<file path="config.mk">
export PLATFORM = sky130hd
export DESIGN_NAME = down_counter_timer
export DESIGN_NICKNAME = d
export VERILOG_FILES = /design/src/rtl/down_counter_timer.sv
export SDC_FILE = /design/constraint.sdc
export NUM_CORES = 1
export LEC_CHECK = 0
export BUFFER_PORTS_ARGS = -buffer_cell sky130_fd_sc_hd__buf_2
export CORE_AREA = 2 2 39 41
export DETAILED_ROUTE_END_ITERATION = 7
export DIE_AREA = 0 0 41 43
export PLACE_DENSITY_LB_ADDON = 0.25
export SYNTH_ARGS = -nofsm -noshare
export SYNTH_HDL_FRONTEND = slang
export SYNTH_SLANG_ARGS = --single-unit
</file>
<file path="constraint.sdc">
create_clock -name clk -period 3.1 [get_ports clk]
set_input_delay 0.465 -clock clk [delete_from_list [all_inputs] [get_ports clk]]
set_output_delay 0.465 -clock clk [all_outputs]
set_load 0.05 [all_outputs]
</file>
<file path="src/rtl/down_counter_timer.sv">
// Loadable down-counting timer with one-shot / auto-reload modes, abort and restart.
// Emits a one-cycle terminal-count pulse on the cycle after count was 1.
module down_counter_timer #(
  parameter int WIDTH = 4
) (
  input  logic             clk,
  input  logic             rst,
  input  logic             start,
  input  logic [WIDTH-1:0] start_val,
  input  logic             en,
  input  logic             auto_reload,
  input  logic             abort,
  output logic [WIDTH-1:0] count,
  output logic             busy,
  output logic             tc
);

  typedef enum logic {
    IDLE = 1'b0,
    RUN  = 1'b1
  } state_t;

  localparam logic [WIDTH-1:0] ZERO = {WIDTH{1'b0}};
  localparam logic [WIDTH-1:0] ONE  = WIDTH'(1);

  state_t           state;
  state_t           state_nxt;
  logic [WIDTH-1:0] rld;
  logic [WIDTH-1:0] rld_nxt;
  logic [WIDTH-1:0] count_nxt;
  logic             tc_nxt;
  logic             start_ok;

  assign start_ok = start && (start_val != ZERO);

  // Next-state and next-output decode: abort beats start beats the count step.
  always_comb begin
    state_nxt = state;
    count_nxt = count;
    rld_nxt   = rld;
    tc_nxt    = 1'b0;
    if (abort) begin
      state_nxt = IDLE;
      count_nxt = ZERO;
    end else if (start_ok) begin
      state_nxt = RUN;
      count_nxt = start_val;
      rld_nxt   = start_val;
    end else begin
      case (state)
        IDLE: begin
          count_nxt = count;
        end
        RUN: begin
          if (!en) begin
            count_nxt = count;
          end else if (count == ONE) begin
            tc_nxt = 1'b1;
            if (auto_reload) begin
              count_nxt = rld;
            end else begin
              count_nxt = ZERO;
              state_nxt = IDLE;
            end
          end else if (count > ONE) begin
            count_nxt = count - ONE;
          end else begin
            // A zero count in RUN is unreachable; recover to IDLE rather than wrap.
            count_nxt = ZERO;
            state_nxt = IDLE;
          end
        end
        default: begin
          state_nxt = IDLE;
          count_nxt = ZERO;
        end
      endcase
    end
  end

  // State, reload and output registers.
  always_ff @(posedge clk or posedge rst) begin
    if (rst) begin
      state <= IDLE;
      rld   <= ZERO;
      count <= ZERO;
      busy  <= 1'b0;
      tc    <= 1'b0;
    end else begin
      state <= state_nxt;
      rld   <= rld_nxt;
      count <= count_nxt;
      busy  <= (state_nxt == RUN);
      tc    <= tc_nxt;
    end
  end

endmodule

</file>
==> impl_metrics.toml <==
[status]
status = "completed"

[power_and_ir_drop]
p_switching_mw = 0.134
cellInternalPower_mw = 0.229
share_clk_of_total_power_pct = 25.2
pwr-share-seq_pct = 43.6
p_sw_share_pct = 36.9
peakVddDrop_mv = 0.269
power.density_nw_per_um2 = 526
combPwrFrac_pct = 31.1
p_leak_nw = 0.348

[synth]
yosys_warnings = 0
synth_cell_type_count = 29
synth.area.top_cells = "dfrtp_1 (44%), nand2_1 (11%), ha_1 (4.4%), a32o_1 (3.5%), a22oi_2 (2.2%)"
syn_area_per_cell_um2 = 9.26
synthCells = 62
ys_ff_latch = 10
synth_area_um2 = 574
syn_nets = 74
ys_seq_area_share_pct = 43.6
yosysTopAreaCell = "dfrtp_1"
synth_top_area_share_pct = 43.6

[timing]
hold_viol = 0
worst_pin_slew_ns = 0.388
fmaxAchievable_ghz = 0.604
slew_headroom_pct = 74.1
skew_ns = 0.00111
worst_slack_ns = 1.44
period_minus_slack_ns = 1.66
period_share_pct = 53.4
rsz0062_at_grt = "no"
slew_violations = 0
fin_setup_tns_ns = 0
setup_viol = 0

[worst_setup_path]
rr_startpoint = "count[1]$_DFFE_PP0P_"
path_buf_inv = 1
crit_path_max_fanout = 8
worst_path_max_delay_cell = "dfrtp_1"
slowest_delay_ns = 0.39
crit_chain = "inv_1, ha_1, and3_1, o21ai_0, a22oi_1, o211a_1"
crit_type = "reg -> reg"
rr_worst_depth = 6
r2r_end = "count[3]$_DFFE_PP0P_"
end_kind = "flop"
path_delay_family = "compound AO/OA/AOI/OAI gates"
cp.required_ns = 3.26
worstSetupStartpointType = "flop"
cp.arrival_ns = 1.82
reg2reg_slack_ns = 1.44

[finish]
final_net_count = 93
final_cell_mix = "nand2_1 (17), buf_2 (15), dfrtp_1 (10)"
layout_commonest_cell = "nand2_1"
diodes = 0
areaGrowthSynthToFinish_pct = 19.8
drive_gt1_share_pct = 27.8

[detailed_routing]
vias = 563
drt_pass1_iterations = 4
antenna_left = 0
drtIter0Drc = 13
wl_per_cell_um = 14.2
drc = 0
vias_per_cell = 5.93
totalWireLength_um = 1350

[place]
finalWeightedCongestion = 0.815
io_buffers = 15
pre_cts_ws_ns = 1.27
hpwlAfterDp_um = 1050

[flow_run]
cap_violations = 0

[clock_tree]
cts_setup_buffers = 0
cts_hold_buf = 0
h-tree-depth = 1
clk_path_buf_depth = 2
clock_latency_ns = 0.27
cts-root-buf = "clkbuf_4"
path_clk_slew_ns = 0.06
post_cts_resized = 0
clock-sinks = 10
cts_buffers = 3
cts_tree = "yes"

[global_routing]
grt_use_total_pct = 20.6
grt_pass1_vias = 537
antenna_found_initial = 0
overflow = 0
grt_max_degree = 11
grt_pass1_wl_um = 2390

[floorplanning]
die_area_um2 = 1760
core_um2 = 1380
num_rows = 14
die_x_um = 41
die_y_um = 43
start_util_pct = 41.5
io_pins = 16

[min_path]
hold_path_class = "in -> async"
## through the flow
stage | utilization, % | hold WS (ns) | instances | cell area (µm²) | power [mW]
after floorplan | - | 0.305 | 62 | 574 | 0.241
after global placement | 48.1 | 0.453 | 92 | 666 | 0.273
after detailed placement | 48.1 | 0.466 | 92 | 666 | 0.273
after CTS | 49.7 | 0.180 | 95 | 688 | 0.362
after global routing | 49.7 | 0.213 | 95 | 688 | 0.384
final | 49.7 | 0.161 | 95 | 688 | 0.362
## sequential cells by signal, summed over array words and instances (netlist names)
signal,cells
count,4
tc,1
state,1
rld,4
## synthesized netlist by cell type, drive strengths merged
| library cell | instances |
|---|---|
| nand2 | 17 |
| dfrtp | 10 |
| inv | 3 |
| o21ai | 3 |
| a22oi | 2 |
| a32o | 2 |
| and3 | 2 |
| ha | 2 |
| nand4 | 2 |
| nor4 | 2 |
| a21o | 1 |
| a21oi | 1 |
| a22o | 1 |
| a32oi | 1 |
| a41o | 1 |
| clkbuf | 1 |
| nand2b | 1 |
| nand3 | 1 |
| nand4b | 1 |
| nor2 | 1 |
| nor2b | 1 |
| nor3 | 1 |
| o2111ai | 1 |
| o211a | 1 |
| o21a | 1 |
| o2bb2a | 1 |
| or4 | 1 |
## layout make-up
| class | count | area [µm²] |
|---|---|---|
| inverters | 3 | 11.3 |
| flip-flops and latches | 10 | 250 |
| repair buffers | 15 | 75.1 |
| clock buffers | 3 | 22.5 |
| well taps | 16 | 20.0 |
| multi-input cells | 48 | 309 |
| fillers | 141 | 696 |
## how the worst max path moves through the flow
stage | from | end | cells past startpoint
floorplan | count[1]$_DFFE_PP0P_ | count[3]$_DFFE_PP0P_ | 7
global placement | start_val[0] | count[0]$_DFFE_PP0P_ | 5
detailed placement | start_val[0] | count[0]$_DFFE_PP0P_ | 5
CTS | count[0]$_DFFE_PP0P_ | count[3]$_DFFE_PP0P_ | 5
global route | count[1]$_DFFE_PP0P_ | count[3]$_DFFE_PP0P_ | 6
finish | count[1]$_DFFE_PP0P_ | count[3]$_DFFE_PP0P_ | 6
## logic make-up after synthesis
kind of cell / count (synthesis) / share of synthesized area, %
buffers and inverters: 4 / 2.61
adders and majority gates: 2 / 4.36
AOI/OAI and AO/OA: 16 / 23.7
and+or+nand+nor: 30 / 25.7
DFF: 10 / 43.6
## metal layers
| layer | up-vias | part of all wire, % | track usage (%) |
|---|---|---|---|
| li1 | 271 | - | - |
| met1 | 262 | 44 | 29.5 |
| met2 | 25 | 47 | 27.2 |
| met3 | 5 | 6.6 | 4.71 |
| met4 | 0 | 3.0 | 12.0 |
| met5 | - | 0 | 0 |
## power groups by stage
stage / logic, mW / registers [mW] / clock network, mW
floorplan: 0.0579 / 0.183 / 0
global placement: 0.113 / 0.160 / 0
detailed placement: 0.112 / 0.160 / 0
CTS: 0.113 / 0.158 / 0.0919
global route: 0.125 / 0.159 / 0.0991
finish: 0.113 / 0.158 / 0.0914
(Power assumes the default switching activity.)
